File: config.mk
export PLATFORM = sky130hd
export DESIGN_NAME = mack_bus_ctrl_flat
export DESIGN_NICKNAME = d
export VERILOG_FILES = /design/src/rtl/mack_bus_if.sv /design/src/rtl/mack_bus_ctrl.sv /design/src/flat_wrapper.sv
export SDC_FILE = /design/constraint.sdc
export NUM_CORES = 1
export LEC_CHECK = 0
export CELL_PAD_IN_SITES_DETAIL_PLACEMENT = 1
export CELL_PAD_IN_SITES_GLOBAL_PLACEMENT = 1
export CORE_MARGIN = 5
export CORE_UTILIZATION = 30
export CTS_CLUSTER_SIZE = 14
export DETAILED_ROUTE_END_ITERATION = 16
export PLACE_DENSITY_LB_ADDON = 0.1
export SLEW_MARGIN = 15
export SYNTH_ARGS = -nofsm -noshare
export SYNTH_HDL_FRONTEND = slang
export SYNTH_SLANG_ARGS = --single-unit
File: constraint.sdc
create_clock -name CLK -period 3.1 [get_ports CLK]
set_input_delay 0.62 -clock CLK [delete_from_list [all_inputs] [get_ports CLK]]
set_output_delay 0.62 -clock CLK [all_outputs]
set_load 0.005 [all_outputs]
File: src/rtl/mack_bus_if.sv
// CPU-side bus bundle for the Mac-style address decoder / DTACK generator.
// master: CPU and external devices; slave: the bus controller.
interface mack_bus_if #(
    parameter int IO_SEL_W = 1
) ();
    localparam int NUM_IO = 2 ** IO_SEL_W;

    logic              AS;
    logic              DTACK_IN;
    logic              IACK;
    logic [11:0]       ADDR;
    logic              ROMEN;
    logic              RAMEN;
    logic [NUM_IO-1:0] IOEN;
    logic              DTACK;
    logic              BERR;
    logic              BOOT;

    modport master (
        output AS,
        output DTACK_IN,
        output IACK,
        output ADDR,
        input  ROMEN,
        input  RAMEN,
        input  IOEN,
        input  DTACK,
        input  BERR,
        input  BOOT
    );

    modport slave (
        input  AS,
        input  DTACK_IN,
        input  IACK,
        input  ADDR,
        output ROMEN,
        output RAMEN,
        output IOEN,
        output DTACK,
        output BERR,
        output BOOT
    );
endinterface

File: src/rtl/mack_bus_ctrl.sv
// Bus controller: address decode, boot ROM overlay, wait states,
// DTACK generation and bus-error timeout for a 68000-style CPU.
module mack_bus_ctrl #(
    parameter int          BOOT_CYCLES  = 8,
    parameter logic [11:0] ROM_BASE     = 12'h380,
    parameter logic [11:0] ROM_MASK     = 12'hFC0,
    parameter logic [11:0] IO_BASE      = 12'h3E0,
    parameter logic [11:0] IO_MASK      = 12'hFE0,
    parameter int          IO_SEL_W     = 1,
    parameter logic [11:0] RAM_TOP      = 12'h200,
    parameter int          ROM_WAIT     = 2,
    parameter int          RAM_WAIT     = 0,
    parameter int          IO_WAIT      = 3,
    parameter bit          IO_EXT_DTACK = 1'b0,
    parameter int          BERR_TIMEOUT = 64
) (
    input logic       CLK,
    input logic       RST,
    mack_bus_if.slave bus
);
    localparam int NUM_IO = 2 ** IO_SEL_W;
    localparam int BCW = (BOOT_CYCLES > 0) ? $clog2(BOOT_CYCLES + 1) : 1;
    localparam int TCW = $clog2(BERR_TIMEOUT + 1);
    localparam logic [BCW-1:0] BOOT_LAST = BCW'(BOOT_CYCLES);
    localparam logic [TCW-1:0] TO_LAST = TCW'(BERR_TIMEOUT - 1);

    typedef enum logic [2:0] {
        IDLE,
        DECODE,
        WAIT,
        ACK,
        ERR
    } state_t;

    typedef enum logic [2:0] {
        R_NONE,
        R_ROM,
        R_RAM,
        R_IO,
        R_IACK
    } region_t;

    // Synchronisers and arming
    logic       as_m, as_s;
    logic       dti_m, dti_s;
    logic [1:0] sync_ok;
    logic       armed;

    // sync_ok keeps a pre-reset strobe from looking like a fresh idle bus
    always_ff @(posedge CLK) begin
        if (RST) begin
            as_m    <= 1'b1;
            as_s    <= 1'b1;
            dti_m   <= 1'b1;
            dti_s   <= 1'b1;
            sync_ok <= 2'b00;
            armed   <= 1'b0;
        end else begin
            as_m    <= bus.AS;
            as_s    <= as_m;
            dti_m   <= bus.DTACK_IN;
            dti_s   <= dti_m;
            sync_ok <= {sync_ok[0], 1'b1};
            armed   <= armed | (sync_ok[1] & as_s);
        end
    end

    // State and registered outputs
    state_t            state_q, state_d;
    region_t           region_q, region_d;
    logic [3:0]        wcnt_q, wcnt_d;
    logic [TCW-1:0]    tcnt_q, tcnt_d;
    logic              romen_q, romen_d;
    logic              ramen_q, ramen_d;
    logic [NUM_IO-1:0] ioen_q, ioen_d;
    logic              dtack_q, dtack_d;
    logic              berr_q, berr_d;
    logic [BCW-1:0]    bcnt_q;
    logic              boot_q;
    logic              bump;

    // Address decode, evaluated on the IDLE->DECODE edge
    logic                overlay;
    logic                io_hit, rom_hit, ram_hit;
    logic [IO_SEL_W-1:0] dec_slot;
    region_t             dec_region;

    assign overlay  = !(boot_q || (bcnt_q == BOOT_LAST));
    assign io_hit   = (bus.ADDR & IO_MASK) == (IO_BASE & IO_MASK);
    assign rom_hit  = (bus.ADDR & ROM_MASK) == (ROM_BASE & ROM_MASK);
    assign ram_hit  = bus.ADDR < RAM_TOP;
    assign dec_slot = bus.ADDR[4 -: IO_SEL_W];

    always_comb begin
        dec_region = R_NONE;
        if (!bus.IACK)
            dec_region = R_IACK;
        else if (overlay)
            dec_region = R_ROM;
        else if (io_hit)
            dec_region = R_IO;
        else if (rom_hit)
            dec_region = R_ROM;
        else if (ram_hit)
            dec_region = R_RAM;
    end

    // Termination sources for the latched region
    logic [3:0] rwait;
    logic       cnt_term, ext_term, cnt_done, term;

    always_comb begin
        rwait = 4'd0;
        unique case (region_q)
            R_ROM:   rwait = 4'(ROM_WAIT);
            R_RAM:   rwait = 4'(RAM_WAIT);
            R_IO:    rwait = 4'(IO_WAIT);
            default: rwait = 4'd0;
        endcase
    end

    assign cnt_term = (region_q == R_ROM) || (region_q == R_RAM) ||
                      ((region_q == R_IO) && !IO_EXT_DTACK);
    assign ext_term = (region_q == R_IACK) ||
                      ((region_q == R_IO) && IO_EXT_DTACK);
    assign cnt_done = (state_q == DECODE) ? (rwait == 4'd0)
                                          : (wcnt_q == 4'd0);
    assign term     = (ext_term && !dti_s) || (cnt_term && cnt_done);

    always_comb begin
        state_d  = state_q;
        region_d = region_q;
        wcnt_d   = wcnt_q;
        tcnt_d   = tcnt_q;
        romen_d  = romen_q;
        ramen_d  = ramen_q;
        ioen_d   = ioen_q;
        dtack_d  = dtack_q;
        berr_d   = berr_q;
        bump     = 1'b0;

        unique case (state_q)
            IDLE: begin
                if (armed && !as_s) begin
                    state_d  = DECODE;
                    region_d = dec_region;
                    tcnt_d   = '0;
                    romen_d  = dec_region != R_ROM;
                    ramen_d  = dec_region != R_RAM;
                    ioen_d   = (dec_region == R_IO)
                             ? ~(NUM_IO'(1) << dec_slot) : '1;
                end
            end
            DECODE, WAIT: begin
                if (as_s) begin
                    // CPU gave up on the cycle; it still counts for boot
                    state_d = IDLE;
                    romen_d = 1'b1;
                    ramen_d = 1'b1;
                    ioen_d  = '1;
                    bump    = 1'b1;
                end else if (term) begin
                    state_d = ACK;
                    dtack_d = 1'b0;
                end else if (tcnt_q == TO_LAST) begin
                    state_d = ERR;
                    berr_d  = 1'b0;
                    romen_d = 1'b1;
                    ramen_d = 1'b1;
                    ioen_d  = '1;
                end else begin
                    state_d = WAIT;
                    tcnt_d  = tcnt_q + 1'b1;
                    if (state_q == DECODE)
                        wcnt_d = rwait - 4'd1;
                    else if (wcnt_q != 4'd0)
                        wcnt_d = wcnt_q - 4'd1;
                end
            end
            ACK, ERR: begin
                if (as_s) begin
                    state_d = IDLE;
                    romen_d = 1'b1;
                    ramen_d = 1'b1;
                    ioen_d  = '1;
                    dtack_d = 1'b1;
                    berr_d  = 1'b1;
                    bump    = 1'b1;
                end
            end
            default: begin
                state_d = IDLE;
            end
        endcase
    end

    always_ff @(posedge CLK) begin
        if (RST) begin
            state_q  <= IDLE;
            region_q <= R_NONE;
            wcnt_q   <= '0;
            tcnt_q   <= '0;
            romen_q  <= 1'b1;
            ramen_q  <= 1'b1;
            ioen_q   <= '1;
            dtack_q  <= 1'b1;
            berr_q   <= 1'b1;
        end else begin
            state_q  <= state_d;
            region_q <= region_d;
            wcnt_q   <= wcnt_d;
            tcnt_q   <= tcnt_d;
            romen_q  <= romen_d;
            ramen_q  <= ramen_d;
            ioen_q   <= ioen_d;
            dtack_q  <= dtack_d;
            berr_q   <= berr_d;
        end
    end

    // Boot overlay counter saturates at BOOT_CYCLES
    always_ff @(posedge CLK) begin
        if (RST) begin
            bcnt_q <= '0;
            boot_q <= 1'(BOOT_CYCLES == 0);
        end else begin
            if (bump && (bcnt_q != BOOT_LAST))
                bcnt_q <= bcnt_q + 1'b1;
            boot_q <= boot_q | (bcnt_q == BOOT_LAST);
        end
    end

    assign bus.ROMEN = romen_q;
    assign bus.RAMEN = ramen_q;
    assign bus.IOEN  = ioen_q;
    assign bus.DTACK = dtack_q;
    assign bus.BERR  = berr_q;
    assign bus.BOOT  = boot_q;
endmodule
File: src/flat_wrapper.sv
// flat-port wrapper written by rule: the top's interface ports become plain ports
module mack_bus_ctrl_flat 
#(
    parameter int          BOOT_CYCLES  = 8,
    parameter logic [11:0] ROM_BASE     = 12'h380,
    parameter logic [11:0] ROM_MASK     = 12'hFC0,
    parameter logic [11:0] IO_BASE      = 12'h3E0,
    parameter logic [11:0] IO_MASK      = 12'hFE0,
    parameter int          IO_SEL_W     = 1,
    parameter logic [11:0] RAM_TOP      = 12'h200,
    parameter int          ROM_WAIT     = 2,
    parameter int          RAM_WAIT     = 0,
    parameter int          IO_WAIT      = 3,
    parameter bit          IO_EXT_DTACK = 1'b0,
    parameter int          BERR_TIMEOUT = 64
)
  (CLK, RST, bus_AS, bus_DTACK_IN, bus_IACK, bus_ADDR, bus_ROMEN, bus_RAMEN, bus_IOEN, bus_DTACK, bus_BERR, bus_BOOT);
  mack_bus_if #(.IO_SEL_W(IO_SEL_W)) bus_i ();
  input logic CLK;
  input logic RST;
  input wire logic [$bits(bus_i.AS)-1:0] bus_AS;
  input wire logic [$bits(bus_i.DTACK_IN)-1:0] bus_DTACK_IN;
  input wire logic [$bits(bus_i.IACK)-1:0] bus_IACK;
  input wire logic [$bits(bus_i.ADDR)-1:0] bus_ADDR;
  output wire logic [$bits(bus_i.ROMEN)-1:0] bus_ROMEN;
  output wire logic [$bits(bus_i.RAMEN)-1:0] bus_RAMEN;
  output wire logic [$bits(bus_i.IOEN)-1:0] bus_IOEN;
  output wire logic [$bits(bus_i.DTACK)-1:0] bus_DTACK;
  output wire logic [$bits(bus_i.BERR)-1:0] bus_BERR;
  output wire logic [$bits(bus_i.BOOT)-1:0] bus_BOOT;
  assign bus_i.AS = bus_AS;
  assign bus_i.DTACK_IN = bus_DTACK_IN;
  assign bus_i.IACK = bus_IACK;
  assign bus_i.ADDR = bus_ADDR;
  assign bus_ROMEN = bus_i.ROMEN;
  assign bus_RAMEN = bus_i.RAMEN;
  assign bus_IOEN = bus_i.IOEN;
  assign bus_DTACK = bus_i.DTACK;
  assign bus_BERR = bus_i.BERR;
  assign bus_BOOT = bus_i.BOOT;
  mack_bus_ctrl #(.BOOT_CYCLES(BOOT_CYCLES), .ROM_BASE(ROM_BASE), .ROM_MASK(ROM_MASK), .IO_BASE(IO_BASE), .IO_MASK(IO_MASK), .IO_SEL_W(IO_SEL_W), .RAM_TOP(RAM_TOP), .ROM_WAIT(ROM_WAIT), .RAM_WAIT(RAM_WAIT), .IO_WAIT(IO_WAIT), .IO_EXT_DTACK(IO_EXT_DTACK), .BERR_TIMEOUT(BERR_TIMEOUT)) u_core (.CLK(CLK), .RST(RST), .bus(bus_i));
endmodule
==> summary.md, run 1 <==
| Metric | Value |
|---|---|
| I/O pins | 24 |
| Post-route clock period utilization | around three quarters |
| Multi-input logic area | roughly 0.0011 sq mm |
| HP Class | flop to flop |
| Synth top area cells | dfxtp_1 38%, nor2_1 6.5%, mux2i_1 3.8%, a21oi_1 3.5%, ha_1 3.4% |
| # resized after CTS | 0 |
| Xor/xnor cell area share of the yosys netlist | 2.354% |
| Worst-margin pin slew | slightly below 0.6 ns |
| Reg area | around 700 sq um |
| Vias in the first global route | 1671 |
| Final GP Congestion | 0.7354 |
| Hold Violations, Final | 0 |
| Initial antenna violation count | 0 |
| Layout fillers | between 700 and 800 |
| # rows | 28 |
| Worst setup SP type | flop |
| Status | finished, final reports clean |
| Synth Area in Simple Gates | ~28% |
| Largest family of logic cells by synthesized area | simple AND/OR/NAND/NOR gates |
| Worst vdd ir | ~0.00016 V |
| Pre-CTS worst setup slack | about 0.72 ns |
| Post-synth top area share | 37.66% |
| Setup crit end kind | flop |
| Inserted Diodes | 0 |
| Overall die area | 0.007877 sq mm |
| Final net count | around 270 |
| Post-DP HPWL | about 3400 um |
| Met3 usage | about 2.9% |
| Area fraction in compound gates after synthesis | approximately 18% |
| Max Clk Rate | between 400 and 500 MHz |
| CTS Sinks | 35 |
| Synth Net Count | around 250 |
| Synth unique cells | 53 |
| Clock transition at the registers of the reported paths | about 0.08 ns |
| Post-synth EDFFs | 0 |
| Syn Area/Cell | between 8 and 9 sq um |
| Power per Cell Area | 383.8 mW/mm^2 |
| Hold buffer count at CTS | 0 |
| Port Buffers | 19 |
| Clk_lat worst skew | a little under 0.3 ns |
| First DRT Iteration DRCs | 67 |
| Async SR Flop Fraction | 0% |
| Total GRT Usage | 12.92% |
| Worst EP arrival | ~2.6 ns |
| # DRC | 0 |
| Final WL | 4564 um |
| R2R Setup Slk | about 0.73 ns |
| Post-synthesis mux area share | about 3.8% |
| Critical path class | flop to flop |
| Wirelength per Cell | 14.26 um |
| Non-Filler Instances | 320 |
| Syn Inst Count | around 230 |
| Cts bufs inserted | 5 |
| RSZ-0062 raised after global routing | false |
| Worst EP required | ~3.3 ns |
| Ratio of cells with drive above 1 in the final layout | roughly 9% |
| Largest net degree at the start of global routing | 30 |
| DIE HEIGHT | 88.75 um |
| Final setup slack of the worst path | 0.7304 ns |
| Post-Syn Area | about 0.0019 sq mm |
| Core footprint | 0.005991 sq mm |
| Postcts setup bufs | 0 |
| CTS tree | done |
| Sequential element share of the synthesized area | between 30% and 40% |
| Warnings, synthesis | 0 |
| Worst hold margin | ~0.40 ns |
| Adder-cell share of the synthesized area | approximately 4% |
| Initial Util | between 30 and 40% |
| Fin crit period | 2.370 ns |
| Slew Limit Fails | 0 |
| Area leader, netlist | dfxtp_1 |
| Most used DFF post-synth | dfxtp_1 |
| Die X | 88.75 um |
| Clock Tree Root | clkbuf_8 |
| Hold depth | 1 |
| Slew Limit Headroom | between 60% and 70% |
| Global-route wire length before repair | 7879 um |
| Final ANT Viol Nets | 0 |
| Final setup viols | 0 |
| Met2 GRT Util | slightly above 20% |
| Global route overflow | 0 |
| Drt pass-1 iters | 4 |
| Final core utilization | 36.68% |
| Setup TNS Final | 0 ns |
| H-tree levels | 2 |
| GRT met1 Usage | around 17% |
| CTS max path bufs | 2 |
| Post-synth top cells | 35 x dfxtp_1, 32 x nor2_1, 15 x nand2_1 |
| Vias | roughly 1600 |
| Yosys reg bits | 35 |
| R2R depth | 5 |
| Crit path max fanout | 12 |
| Busiest grt layer | met2 |
| Count leader, synth | dfxtp_1 |
| Vias per inst | 5.122 |
| Max-cap viol count | 0 |
| Post-placement cell count | approximately 310 |
| Clk_skew | about 0.0091 ns |
| LEAKAGE | 0.7819 nW |
| Area Growth Syn to Fin | 18.09% |
area by class of cell:
cell class / count / share of cell area (%)
multi-input combinational: 167 / 47.89
inverter: 13 / 2.221
sequential: 35 / 31.89
timing repair buffer: 22 / 9.681
clock buffer: 5 / 3.132
clock inverter: 3 / 0.9112
tap: 75 / 4.271
stage by stage:
stage	cell area (sq um)	power (mW)
after global placement	2108	0.5214
after global routing	2197	0.8894
final	2197	0.8432
after CTS	2197	0.8663
after detailed placement	2108	0.5218
after floorplan	1861	0.4951
routing by layer:
metal  up-vias  share of wire, %
met5         -                 0
li1        833                 -
met2        20                45
met1       781                50
met3         5               3.0
met4         0               1.8
registers in the layout (all words and copies together), names as in the netlist:
name	cells
u_core.dti_m	1
u_core.bus.DTACK	1
u_core.bus.BOOT	1
u_core.sync_ok	2
u_core.bcnt_q	4
u_core.wcnt_q	4
u_core.bus.BERR	1
u_core.region_q	3
u_core.as_m	1
u_core.bus.ROMEN	1
u_core.bus.RAMEN	1
u_core.dti_s	1
u_core.state_q	3
u_core.bus.IOEN	2
u_core.tcnt_q	7
u_core.armed	1
u_core.as_s	1
worst max-delay path, stage by stage (launching register included):
cell and delay (ns):
dfxtp_1 0.61, nor3b_4 0.16, a31oi_2 0.49, or4b_1 0.64, or2_0 0.27, a21oi_1 0.14
final timing paths:
kind	start	end
worst min register to register	u_core.as_m$_SDFF_PP1_	u_core.as_s$_SDFF_PP1_
worst max register to register	u_core.state_q[2]$_SDFFE_PP0P_	u_core.wcnt_q[2]$_SDFFE_PP0P_
worst min-delay path	u_core.as_m$_SDFF_PP1_	u_core.as_s$_SDFF_PP1_
worst max-delay path	u_core.state_q[2]$_SDFFE_PP0P_	u_core.wcnt_q[2]$_SDFFE_PP0P_
cell families after synthesis:
logic type                 Yosys count
and+or+nand+nor                    100
muxes                                7
adders and majority gates            6
buffers and inverters               25
AOI/OAI and AO/OA                   49
DFF                                 35
xor gates and xnor gates             5
report_power, final:
group          internal [mW]  switching (mW)  leakage [nW]
sequential             0.455         0.00411         0.284
combinational         0.0259          0.0255         0.458
clock                  0.156           0.176        0.0402
total                  0.637           0.206         0.782
layout by cell type (no fill, tap or decap), types with 3 or more instances in the layout:
| master | n |
|---|---|
| dfxtp_1 | 35 |
| nor2_1 | 32 |
| clkdlybuf4s50_1 | 19 |
| nand2_1 | 15 |
| inv_1 | 13 |
| a21oi_1 | 13 |
| nand3_1 | 9 |
| o21ai_0 | 9 |
| or3_1 | 7 |
| mux2i_1 | 7 |
| or2_2 | 6 |
| ha_1 | 5 |
| clkbuf_8 | 5 |
| nor3_1 | 4 |
| nand4_1 | 4 |
| a211oi_1 | 4 |
| or4_1 | 3 |
| xnor2_1 | 3 |
| and3_1 | 3 |
| nor3b_1 | 3 |
| buf_4 | 3 |
No activity file was read; power rests on OpenSTA's default activity.
==> inputs of run 2 (changes only) <==
==> constraint.sdc (replaced) <==
create_clock -name CLK -period 2.08 [get_ports CLK]
set_input_delay 0.416 -clock CLK [delete_from_list [all_inputs] [get_ports CLK]]
set_output_delay 0.416 -clock CLK [all_outputs]
set_load 0.005 [all_outputs]
==> run 2 against run 1 <==
  * Clock power grew 67%
  * Final area grew 12%
  * Combinational power grew 69%
  * Die area is the same
  * Fmax grew 20%
  * Hold slack gained 0.0097 ns
  * Sequential power grew 49%
  * Clock-buffer cell count grew 2
  * First-iteration DRC count shrank 39%
  * Final cell count grew 7.5%
  * Sequential cell count is the same
  * Wire length grew 5.4%
==> summary.md, run 2 (synthesis results as in run 1) <==
| Metric | Value |
|---|---|
| Vias per inst | 5.026 (-1.9%) |
| Final instance area | 0.002450 sq mm (+12%) |
| CTS Sinks | 35 (unchanged) |
| Slew Limit Headroom | 69.01% (+7.6 points) |
| # DRC | 0 (unchanged) |
| HP Class | flop to flop |
| Reg with most FFs | u_core.tcnt_q |
| Crit path max fanout | 6 (-6) |
| Die X | 88.75 um (unchanged) |
| Final WL | 4810 um (+5.4%) |
| Core footprint | 0.005991 sq mm (unchanged) |
| Most frequent cells in the layout | 34 x dfxtp_1, 31 x nor2_1, 24 x buf_4 |
| Worst vdd ir | 0.0003257 V (+110%) |
| Final core utilization | 40.89% (+4.2 points) |
| Final ANT Viol Nets | 0 (unchanged) |
| Drt pass-1 iters | 4 (unchanged) |
| Total GRT Usage | 13.30% (+0.38 points) |
| Most common cell after layout, fill and taps aside | dfxtp_1 |
| Initial Util | 31.06% (unchanged) |
| Status | finished, final reports clean |
| Sw power | 301.4 uW (+46%) |
| Worst EP required | 2.26 ns (-1.07 ns) |
| Post-DP HPWL | 3531 um (+5.3%) |
| Vias in the first global route | 1764 (+5.6%) |
| Vias | 1729 (+5.5%) |
| Pre-CTS worst setup slack | -0.1625 ns (-0.8803 ns) |
| Clock transition at the registers of the reported paths | 0.07 ns (about the same) |
| Clk_lat worst skew | 0.29 ns (about the same) |
| Fin crit period | 1.979 ns (-0.3902 ns) |
| Worst-margin pin slew | 0.4637 ns (-0.1156 ns) |
| Power per Cell Area | 541.9 mW/mm^2 (+41%) |
| Largest registers | u_core.tcnt_q: 7 flops, u_core.bcnt_q: 4 flops, u_core.wcnt_q: 4 flops |
| I/O pins | 24 (unchanged) |
| Clock Tree Root | clkbuf_8 |
| Slew Limit Fails | 0 (unchanged) |
| # rows | 28 (unchanged) |
| DIE HEIGHT | 88.75 um (unchanged) |
| Worst setup SP type | flop |
| Max Clk Rate | 505.2 MHz (+20%) |
| Switching part of the total power | 22.70% (-1.7 points) |
| Final setup slack of the worst path | 0.1006 ns (-0.6298 ns) |
| Cts bufs inserted | 5 (unchanged) |
| Largest net degree at the start of global routing | 30 (unchanged) |
| CTS tree | done |
| Post-route clock period utilization | 95.16% (+19 points) |
| Clk_skew | 0.005767 ns (-0.003374 ns) |
| Max-cap viol count | 0 (unchanged) |
| Clock share of power | 41.9% (+2.4 points) |
| Port Buffers | 19 (unchanged) |
| Hold Violations, Final | 0 (unchanged) |
| Layout fillers | 717 (-2.4%) |
| Final net count | 290 (+9.0%) |
| Critical path class | flop to flop |
| First DRT Iteration DRCs | 41 (-39%) |
| CTS max path bufs | 2 (unchanged) |
| Setup crit end kind | flop |
| LEAKAGE | 0.9198 nW (+18%) |
| Global-route wire length before repair | 8183 um (+3.9%) |
| Comb pwr share | 6.5% (+0.4 points) |
| Overall die area | 0.007877 sq mm (unchanged) |
| Area Growth Syn to Fin | 31.67% |
| Largest register FFs | 7 (unchanged) |
| Area post-placement | 0.002286 sq mm (+8.4%) |
| Ratio of cells with drive above 1 in the final layout | 21.19% (+12 points) |
| Wirelength per Cell | 13.98 um (-2.0%) |
| Pint | 1.026 mW (+61%) |
| Final GP Congestion | 0.7558 (+2.8%) |
| Worst EP arrival | 2.16 ns (-0.44 ns) |
| Initial antenna violation count | 0 (unchanged) |
| Inserted Diodes | 0 (unchanged) |
| Seq pwr share | 51.6% (-2.8 points) |
| Global route overflow | 0 (unchanged) |
| H-tree levels | 2 (unchanged) |
| Final setup viols | 0 (unchanged) |
| RSZ-0062 raised after global routing | true |
==> run 2: critical path, cell delays in order, from the launching register on <==
cell	delay (ns)
dfxtp_2	0.33
inv_2	0.05
ha_1	0.13
or3b_4	0.37
or4_4	0.51
buf_6	0.16
nand4_1	0.09
xor2_1	0.17
nor3_1	0.07
==> run 2: cell type report <==
class | instances | area (sq um) | area share, %
well taps | 75 | 93.84 | 3.830
clock inverters | 1 | 7.507 | 0.3064
repair buffers | 45 | 401.6 | 16.39
inverters | 13 | 48.80 | 1.992
flip-flops and latches | 35 | 701.9 | 28.65
clock buffers | 7 | 96.34 | 3.933
multi-input cells | 168 | 1100 | 44.89
==> run 2: power groups by stage <==
stage,sequential [mW],clock [mW],combinational (mW)
after floorplan,0.697,0,0.0414
after global placement,0.700,0,0.0850
after detailed placement,0.700,0,0.0848
after CTS,0.684,0.589,0.0858
after global routing,0.685,0.613,0.0961
final,0.685,0.556,0.0867
==> run 2: final timing paths <==
kind | start | to | slack [ns] | depth (start not counted)
worst min register to register | u_core.as_m$_SDFF_PP1_ | u_core.as_s$_SDFF_PP1_ | 0.41 | 1
worst min-delay path | u_core.as_m$_SDFF_PP1_ | u_core.as_s$_SDFF_PP1_ | 0.41 | 1
worst max register to register | u_core.wcnt_q[0]$_SDFFE_PP0P_ | u_core.tcnt_q[2]$_SDFFE_PP0P_ | 0.10 | 8
worst max-delay path | u_core.wcnt_q[0]$_SDFFE_PP0P_ | u_core.tcnt_q[2]$_SDFFE_PP0P_ | 0.10 | 8
==> run 2: metal layers <==
metal / up-vias / GRT usage, % / part of all wire [%] / wire [um]
met5: - / 0 / 0 / 0
met4: 0 / 4.945 / 0.96 / 46
met3: 5 / 3.259 / 3.1 / 151
met2: 24 / 21.26 / 46 / 2225
met1: 813 / 17.28 / 50 / 2388
li1: 887 / - / - / -
==> run 2: metrics by stage <==
stage	hold WS (ns)	TNS [ns]	std cells	power [mW]
after floorplan	0.3895	0	227	0.7380
after global placement	0.3975	-1.019	334	0.7852
after detailed placement	0.3962	-1.356	334	0.7849
after CTS	0.4153	0	342	1.359
after global routing	0.4413	-0.007219	344	1.395
final	0.4124	0	344	1.328
==> run 2: repair_timing <==
action,CTS,global route
pin swaps,2,5
buffers inserted,0,1
hold buffers,0,0
gates resized for setup,2,11
gates cloned,0,1
setup endpoints to repair,16,14
==> inputs of run 3 (changes only) <==
--- a/config.mk
+++ b/config.mk
@@ -12,6 +12,7 @@
 export CTS_CLUSTER_SIZE = 14
 export DETAILED_ROUTE_END_ITERATION = 16
 export PLACE_DENSITY_LB_ADDON = 0.1
+export REMOVE_ABC_BUFFERS = 1
 export SLEW_MARGIN = 15
 export SYNTH_ARGS = -nofsm -noshare
 export SYNTH_HDL_FRONTEND = slang
==> run 3 against run 2 <==
  * The run now ends with setup timing left
  * First-iteration DRC count is 4.9% higher
  * Final area up 1.5%
  * Final cell count is the same
  * Sequential power about the same
  * Combinational power increased by 2%
  * Die area did not move
  * Sequential cell count unchanged
  * Fmax shrank 5.5%
  * Clock skew grew 0.00069 ns
  * Critical endpoint is now u_core.bus.DTACK$_SDFFE_PP1P_
==> summary.md, run 3 (synthesis results as in run 1) <==
| Metric | Value |
|---|---|
| Most common cell after layout, fill and taps aside | dfxtp_1 |
| Clock transition at the registers of the reported paths | 0.07 ns (about the same) |
| Post-route clock period utilization | 100.8% (+5.6 points) |
| Global route overflow | 0 (unchanged) |
| Layout fillers | 705 (-1.7%) |
| Met3 usage | 3.911% (+0.65 points) |
| Initial Util | 31.06% (unchanged) |
| Setup TNS Final | -0.02457 ns (-0.02457 ns) |
| # DRC | 0 (unchanged) |
| Pre-CTS worst setup slack | -0.1693 ns (-0.006873 ns) |
| Wirelength per Cell | 14.53 um (+3.9%) |
| Critical path class | flop to flop |
| Final setup slack of the worst path | -0.01569 ns (-0.1163 ns) |
| Drt pass-1 iters | 4 (unchanged) |
| Setup crit end kind | flop |
| Critical path's slowest cell | or4_4 |
| Busiest grt layer | met2 |
| GRT met1 Usage | 16.39% (-0.89 points) |
| Reg-to-Reg End | u_core.bus.DTACK$_SDFFE_PP1P_ |
| First DRT Iteration DRCs | 43 (+4.9%) |
| CTS max path bufs | 2 (unchanged) |
| Overall die area | 0.007877 sq mm (unchanged) |
| Final ANT Viol Nets | 0 (unchanged) |
| H-tree levels | 2 (unchanged) |
| Slew Limit Headroom | 71.66% (+2.7 points) |
| Clk_lat worst skew | 0.29 ns (about the same) |
| Final net count | 291 (+0.34%) |
| CP startpoint | u_core.wcnt_q[1]$_SDFFE_PP0P_ |
| Worst vdd ir | 0.0002483 V (-24%) |
| Largest registers | u_core.tcnt_q: 7 flops, u_core.bcnt_q: 4 flops, u_core.wcnt_q: 4 flops |
| I/O pins | 24 (unchanged) |
| Crit path max fanout | 6 (unchanged) |
| Final GP Congestion | 0.7969 (+5.4%) |
| CP endpoint | u_core.bus.DTACK$_SDFFE_PP1P_ |
| CTS Sinks | 35 (unchanged) |
| Core footprint | 0.005991 sq mm (unchanged) |
| Global-route wire length before repair | 8114 um (-0.84%) |
| # rows | 28 (unchanged) |
| CTS tree | done |
| Post-DP HPWL | 3536 um (+0.14%) |
| Ratio of cells with drive above 1 in the final layout | 22.30% (+1.1 points) |
| Cts bufs inserted | 5 (unchanged) |
| Clock Tree Root | clkbuf_8 |
| Pwr Total | 1.282 mW (-3.4%) |
| Hold buffer count at CTS | 0 (unchanged) |
| Worst EP required | 2.26 ns (about the same) |
| LEAKAGE | 0.9301 nW (+1.1%) |
| Cell chain of the critical path | inv_2 > ha_4 > or3b_4 > or4_4 > nand2_4 > nand2_1 > a211o_1 |
| Largest register FFs | 7 (unchanged) |
| HP Class | flop to flop |
| Hold Violations, Final | 0 (unchanged) |
| Initial antenna violation count | 0 (unchanged) |
| Largest net degree at the start of global routing | 30 (unchanged) |
| Max-cap viol count | 0 (unchanged) |
| Clk_skew | 0.006456 ns (+0.0006892 ns) |
| Final setup viols | 3 (+3) |
| RSZ-0062 raised after global routing | true |
| Reg with most FFs | u_core.tcnt_q |
| Die X | 88.75 um (unchanged) |
| Reg area | 704.4 sq um (+0.36%) |
| Vias in the first global route | 1743 (-1.2%) |
| DIE HEIGHT | 88.75 um (unchanged) |
| R2R Setup Slk | -0.02 ns (-0.12 ns) |
| Worst hold margin | 0.4158 ns (+0.003457 ns) |
| Final core utilization | 41.50% (+0.61 points) |
| Most frequent cells in the layout | 32 x dfxtp_1, 31 x nor2_1, 25 x buf_4 |
| Worst reg2reg path startpoint | u_core.wcnt_q[1]$_SDFFE_PP0P_ |
| Slowest cell delay on critical path | 0.58 ns (+0.07 ns) |
| Port Buffers | 19 (unchanged) |
| Worst-margin pin slew | 0.4218 ns (-0.04185 ns) |
| Status | finished with violations |
| Failing checks | setup timing |
| Multi-input logic area | 0.001142 sq mm (+3.9%) |
| Worst EP arrival | 2.28 ns (+0.12 ns) |
| Final WL | 4998 um (+3.9%) |
| Vias per inst | 4.980 (-0.93%) |
| Worst setup SP type | flop |
| Slew Limit Fails | 0 (unchanged) |
| Inserted Diodes | 0 (unchanged) |
| Total GRT Usage | 13.32% (+0.019 points) |
| Met2 GRT Util | 22.33% (+1.1 points) |
| Vias | 1713 (-0.93%) |
| Fin crit period | 2.096 ns (+0.1163 ns) |
| R2R depth | 7 (-1) |
| Power per Cell Area | 515.6 mW/mm^2 (-4.8%) |
| Area Growth Syn to Fin | 33.62% |
| Max Clk Rate | 477.2 MHz (-5.5%) |
run 3: routing by layer:
metal | share of wire (%) | wire length [um]
met2 | 47 | 2350
met4 | 0.98 | 49
met5 | 0 | 0
met3 | 3.3 | 164
met1 | 49 | 2433
run 3: per-stage QoR:
| stage | instances | cell area, sq um |
|---|---|---|
| after CTS | 342 | 2402 |
| after floorplan | 215 | 1802 |
| final | 344 | 2486 |
| after detailed placement | 335 | 2293 |
| after global routing | 344 | 2486 |
| after global placement | 335 | 2293 |
run 3: cell type report:
class / count / share of cell area [%]
well taps: 75 / 3.775
repair buffers: 46 / 16.46
inverters: 13 / 1.963
clock buffers: 6 / 3.322
flip-flops and latches: 35 / 28.33
clock inverters: 1 / 0.2013
multi-input cells: 168 / 45.95
run 3: power breakdown:
| part | total, mW | internal [mW] | leakage [nW] | switching [mW] |
|---|---|---|---|---|
| Clock | 0.510 | 0.260 | 0.0470 | 0.250 |
| Combinational | 0.0883 | 0.0447 | 0.597 | 0.0436 |
| Sequential | 0.683 | 0.678 | 0.286 | 0.00528 |
run 3: worst min path at each step:
stage / startpoint / endpoint / slack, ns / cells after the start
floorplan: u_core.as_m$_SDFF_PP1_ / u_core.as_s$_SDFF_PP1_ / 0.39 / 1
global placement: u_core.dti_m$_SDFF_PP1_ / u_core.dti_s$_SDFF_PP1_ / 0.39 / 1
detailed placement: u_core.dti_m$_SDFF_PP1_ / u_core.dti_s$_SDFF_PP1_ / 0.40 / 1
CTS: u_core.dti_m$_SDFF_PP1_ / u_core.dti_s$_SDFF_PP1_ / 0.42 / 1
global route: u_core.as_m$_SDFF_PP1_ / u_core.as_s$_SDFF_PP1_ / 0.42 / 1
finish: u_core.as_m$_SDFF_PP1_ / u_core.as_s$_SDFF_PP1_ / 0.42 / 1
run 3: repair_timing:
action | 4_1_cts | 5_1_grt
resized for setup | 4 | 20
endpoints found under the setup margin | 15 | 13
pin swaps | 2 | 10
setup buffers | 0 | 1
cloned | 0 | 1
hold endpoints to repair | 0 | 0
run 3: critical path: cells and delay by family (launching register included):
family,cells,cell delay (ns)
simple gates,4,1.17
fa+ha+maj,1,0.12
flops,1,0.33
compound gates,1,0.30
buf+inv,1,0.07
